`src/rtl/vending_pkg.sv`:
```
// Shared types and coin helpers for the vending machine sequencer.
// State codes are chosen so A/P fall straight out of the three state bits.
package vending_pkg;

    typedef enum logic [2:0] {
        ST_IDLE     = 3'b011,
        ST_COLLECT  = 3'b111,
        ST_DISPENSE = 3'b100,
        ST_CHANGE   = 3'b000,
        ST_REFUND   = 3'b110
    } state_e;

    typedef enum logic [1:0] {
        COIN_NICKEL  = 2'b00,
        COIN_DIME    = 2'b01,
        COIN_QUARTER = 2'b10,
        COIN_INVALID = 2'b11
    } coin_e;

    localparam logic [4:0] NICKEL  = 5'd5;
    localparam logic [4:0] DIME    = 5'd10;
    localparam logic [4:0] QUARTER = 5'd25;

    function automatic logic [4:0] coin_value(input coin_e kind);
        logic [4:0] v;
        v = '0;
        unique case (kind)
            COIN_NICKEL:  v = NICKEL;
            COIN_DIME:    v = DIME;
            COIN_QUARTER: v = QUARTER;
            default:      v = '0;
        endcase
        return v;
    endfunction

endpackage

```
`src/rtl/vending_machine_control_logic.sv`:
```
// Decodes the sequencer state code into accept-coin (A) and release-product (P).
// A is high for x11 codes, P only for 100.
module vending_machine_control_logic (
    input  logic s2,
    input  logic s1,
    input  logic s0,
    output logic a,
    output logic p
);

    assign a = s1 & s0;
    assign p = s2 & ~s1 & ~s0;

endmodule

```
`src/rtl/vending_machine_sequencer.sv`:
```
// Vending machine sequencer: coin credit, vend handshake, nickel change/refund,
// and a wrapping count of completed sales.
module vending_machine_sequencer
    import vending_pkg::*;
#(
    parameter int PRICE    = 35,
    parameter int CREDIT_W = 8,
    parameter int CNT_W    = 16
) (
    input  logic                clk,
    input  logic                rst_n,
    input  logic                coin_valid,
    input  logic [1:0]          coin_type,
    output logic                coin_ready,
    output logic                coin_reject,
    input  logic                cancel,
    output logic                vend_valid,
    input  logic                vend_ready,
    output logic                change_valid,
    input  logic                change_ready,
    output logic [2:0]          state,
    output logic [CREDIT_W-1:0] credit,
    output logic                refunding,
    output logic [CNT_W-1:0]    sale_count
);

    localparam logic [CREDIT_W-1:0] PRICE_C  = CREDIT_W'(PRICE);
    localparam logic [CREDIT_W-1:0] NICKEL_C = CREDIT_W'(NICKEL);

    logic [2:0]          state_q;
    logic [CREDIT_W-1:0] credit_q;
    logic [CNT_W-1:0]    sale_q;
    logic                reject_q;

    logic                dec_a;
    logic                dec_p;
    logic                coin_hs;
    logic                coin_bad;
    logic [CREDIT_W-1:0] coin_amt;
    logic [CREDIT_W-1:0] post_coin;
    logic [CREDIT_W-1:0] remainder;

    vending_machine_control_logic u_ctrl (
        .s2 (state_q[2]),
        .s1 (state_q[1]),
        .s0 (state_q[0]),
        .a  (dec_a),
        .p  (dec_p)
    );

    assign coin_ready = dec_a & rst_n;
    assign coin_hs    = coin_valid & coin_ready;
    assign coin_bad   = coin_hs & (coin_e'(coin_type) == COIN_INVALID);
    assign coin_amt   = coin_hs ? CREDIT_W'(coin_value(coin_e'(coin_type)))
                                : '0;
    // Invalid coins contribute zero, so post_coin is safe to use unconditionally.
    assign post_coin  = credit_q + coin_amt;
    assign remainder  = credit_q - PRICE_C;

    always_ff @(posedge clk) begin
        if (!rst_n) begin
            state_q  <= ST_IDLE;
            credit_q <= '0;
            sale_q   <= '0;
            reject_q <= 1'b0;
        end else begin
            reject_q <= coin_bad;
            unique case (state_q)
                ST_IDLE, ST_COLLECT: begin
                    credit_q <= post_coin;
                    if (cancel && post_coin != '0) begin
                        state_q <= ST_REFUND;
                    end else if (post_coin >= PRICE_C) begin
                        state_q <= ST_DISPENSE;
                    end else if (post_coin != '0) begin
                        state_q <= ST_COLLECT;
                    end else begin
                        state_q <= ST_IDLE;
                    end
                end
                ST_DISPENSE: begin
                    if (vend_ready) begin
                        credit_q <= remainder;
                        sale_q   <= sale_q + CNT_W'(1);
                        state_q  <= (remainder != '0) ? ST_CHANGE : ST_IDLE;
                    end
                end
                ST_CHANGE, ST_REFUND: begin
                    if (credit_q == '0) begin
                        state_q <= ST_IDLE;
                    end else if (change_ready) begin
                        credit_q <= credit_q - NICKEL_C;
                        if (credit_q == NICKEL_C) begin
                            state_q <= ST_IDLE;
                        end
                    end
                end
                default: begin
                    // Unreachable codes: hand back whatever credit is held.
                    state_q <= (credit_q != '0) ? ST_REFUND : ST_IDLE;
                end
            endcase
        end
    end

    assign state        = state_q;
    assign credit       = credit_q;
    assign sale_count   = sale_q;
    assign coin_reject  = reject_q;
    assign vend_valid   = dec_p;
    assign refunding    = (state_q == ST_REFUND);
    assign change_valid = ((state_q == ST_CHANGE) || (state_q == ST_REFUND))
                          && (credit_q != '0);

endmodule
```
`config.mk`:
```
export PLATFORM = sky130hd
export DESIGN_NAME = vending_machine_sequencer
export DESIGN_NICKNAME = d
export VERILOG_FILES = /design/src/rtl/vending_pkg.sv /design/src/rtl/vending_machine_control_logic.sv /design/src/rtl/vending_machine_sequencer.sv
export SDC_FILE = /design/constraint.sdc
export NUM_CORES = 1
export LEC_CHECK = 0
export ABC_AREA = 1
export BUFFER_PORTS_ARGS = -buffer_cell sky130_fd_sc_hd__buf_2
export CAP_MARGIN = 20
export CORE_UTILIZATION = 36
export DETAILED_ROUTE_END_ITERATION = 8
export PLACE_DENSITY = 0.63
export SLEW_MARGIN = 5
export SYNTH_ARGS = -nofsm -noshare
export SYNTH_HDL_FRONTEND = slang
export SYNTH_SLANG_ARGS = --single-unit
export TNS_END_PERCENT = 5
```
`constraint.sdc`:
```
create_clock -name clk -period 2.15 [get_ports clk]
set_input_delay 0.1075 -clock clk [delete_from_list [all_inputs] [get_ports clk]]
set_output_delay 0.1075 -clock clk [all_outputs]
set_load 0.005 [all_outputs]
```
==> summary.txt <==
most frequent CP cell = nand2_1
global-route wire length before repair = 10380 um
worst setup margin = -0.1594 ns
initial antenna violation count = 0
hold slack = 0.1482 ns
Worst EP arrival = 2.49 ns
core area = 6026 um2
root buffer cell = clkbuf_8
GRT overflow = 0
# setup viols final = 6
Yosys warning count = 0
register bit total from synthesis = 28
f_max = 433.0 MHz
skew final = 0.007195 ns
Initial DRT Pass Iterations = 5
Synth-to-Final Area Change = 30.61%
number of diodes = 0
Worst Hold Class = input pin to flip-flop
die width = 81.88 um
Core Rows = 28
worst-path cell chain = nand2_4 -> nor2_4 -> nand2_2 -> nor3_2 -> ha_2 -> fa_2 -> or2_4 -> nor2_2 -> nand2_1 -> nor2_2 -> nand2_2 -> nand3_1 -> nand2_1 -> nand2_1 -> nand2_1
Yosys cell types = 34
total track usage = 0.2031
Worst EP required = 2.33 ns
max incr delay on CP = 0.44 ns
Place WS = -0.2600 ns
CP bufs+invs = 0
Net Count, Synth = 394
Slowest cell on crit path = fa_2
Buffers on Ports = 39
Syn Inst Count = 368
P_leak = 1.532 nW
Mapped Area = 2297 um2
CP Max Fanout = 3
hold_buf cts = 0
status = finished, violations left
RSZ-0062 raised after global routing = yes
I/O Pins = 40
Worst Setup End Kind = flip-flop
largest net degree at the start of global routing = 17
Clock Sinks = 28
fin nets = 463
vias in the first global route = 2234
maximum VDD drop = 505.2 uV
Worst Max-Slew Pin Slew = 0.3696 ns
# DRC = 0
Max-slew headroom = 0.7532
later-pin clock latency in the skew report = 0.29 ns
Num CTS Buffers = 3
layout cells sized above 1 = 0.2844
DP HPWL = 5006 um
routed vias = 2548
Startpoint Class = flip-flop
Clock Path Buffers = 2
Slew Viols, Final = 0
final hold vios = 0
Worst path top cell family by delay = simple AND/OR/NAND/NOR gates
commonest non-fill, non-tap cell in the layout = nand2_1
failing checks = negative setup slack
H-tree depth = 1
post-synthesis sequential area ratio = 0.2440
CTS tree = done
Chip Height = 81.88 um
final core occ = 0.4979
power density cells = 956.3 nW/um2
final antenna-violating net count = 0
initial core utilization = 0.3812
drt wl/cell = 12.80 um
share of the clock period used by the worst path = 1.074
commonest non-fill, non-tap cells in the layout = nand2_1 (75), inv_1 (54), buf_2 (39)
Total Wirelength = 6541 um
Avg Cell Area, Syn = 6.242 um2
starting DRC count in detailed routing = 155
critical path class = flip-flop to flip-flop
DR vias/cell = 4.986
final critical-path required period = 2.309 ns
Reg clk slew, reported paths = 0.10 ns
MaxCap Viol Count = 0
gp weighted congestion = 0.9159
die area = 6704 um2
==> final timing paths <==
kind | slack (ns) | cells past startpoint | end | start
setup / recovery | -0.16 | 15 | state[1] | state[0]
hold / removal | 0.15 | 4 | state[0] | cancel
setup reg to reg | -0.16 | 15 | state[1] | state[0]
hold reg to reg | 0.48 | 2 | sale_count[14] | sale_count[14]
==> metrics by stage <==
| stage | area (um2) | power, W | setup TNS, ns | cells |
|---|---|---|---|---|
| floorplan | 2330 | 0.001790 | -0.2455 | 368 |
| global placement | 2798 | 0.002341 | -0.5482 | 504 |
| detailed placement | 2798 | 0.002342 | -0.8597 | 504 |
| CTS | 2885 | 0.002742 | -0.4142 | 510 |
| global route | 3000 | 0.003125 | -1.628 | 511 |
| finish | 3000 | 0.002869 | -0.5123 | 511 |
==> registers in the layout (all words and copies together) (netlist names) <==
signal,cells
coin_reject,1
credit,8
sale_count,16
state,3
==> routing by layer <==
metal | share of wire | track usage | routed length [um]
met1 | 0.47 | 0.2809 | 3095
met2 | 0.47 | 0.3149 | 3050
met3 | 0.046 | 0.03778 | 302
met4 | 0.014 | 0.06491 | 93
met5 | 0 | 0 | 0
==> worst register-to-register path, cell delays in order, from the launching register on <==
cell     delay, ns
dfxtp_2       0.36
nand2_4       0.07
nor2_4        0.14
nand2_2       0.08
nor3_2        0.12
ha_2          0.22
fa_2          0.44
or2_4         0.24
nor2_2        0.07
nand2_1       0.07
nor2_2        0.10
nand2_2       0.07
nand3_1       0.07
nand2_1       0.06
nand2_1       0.05
nand2_1       0.04
==> timing repair <==
action / CTS / global route
pin swaps: 5 / 11
cloned: 0 / 0
resized for setup: 2 / 27
buffers inserted: 2 / 1
setup endpoints to repair: 6 / 8
==> cells in the mapped netlist (all sizes together) <==
master / count / area, um2
nand2: 90 / 352.8
inv: 55 / 206.4
nor2: 50 / 212.7
nand3: 33 / 170.2
dfxtp: 28 / 560.5
a21oi: 26 / 130.1
ha: 17 / 212.7
o21ai: 17 / 85.08
nor3: 16 / 96.35
nand4: 7 / 43.79
xor2: 5 / 43.79
buf: 4 / 27.52
clkbuf: 3 / 11.26
or2: 3 / 18.77
nor3b: 2 / 20.02
o21a: 2 / 15.01
o21bai: 2 / 15.01
o22ai: 2 / 12.51
a211oi: 1 / 7.510
a221oi: 1 / 8.760
fa: 1 / 20.02
o211a: 1 / 10.01
o211ai: 1 / 7.510
xnor2: 1 / 8.760
==> logic make-up after synthesis <==
kind of cell,after synthesis,share of synthesized area
AOI/OAI and AO/OA,53,0.1269
xor gates and xnor gates,6,0.02288
adders and majority gates,18,0.1013
buffers and inverters,62,0.1067
DFF,28,0.2440
and+or+nand+nor,201,0.3982
==> area by class of cell <==
type,instances,area [um2]
multi-input cells,278,1633
inverters,55,206.4
flip-flops and latches,28,565.5
fillers,631,3025
repair buffers,71,435.4
clock buffers,4,66.31
well taps,75,93.84
==> power breakdown <==
group | switching (W) | internal, W
clock network | 0.000181 | 0.000203
registers | 0.000108 | 0.000601
logic | 0.00107 | 0.000705
total | 0.00136 | 0.00151
(Power assumes the default switching activity.)
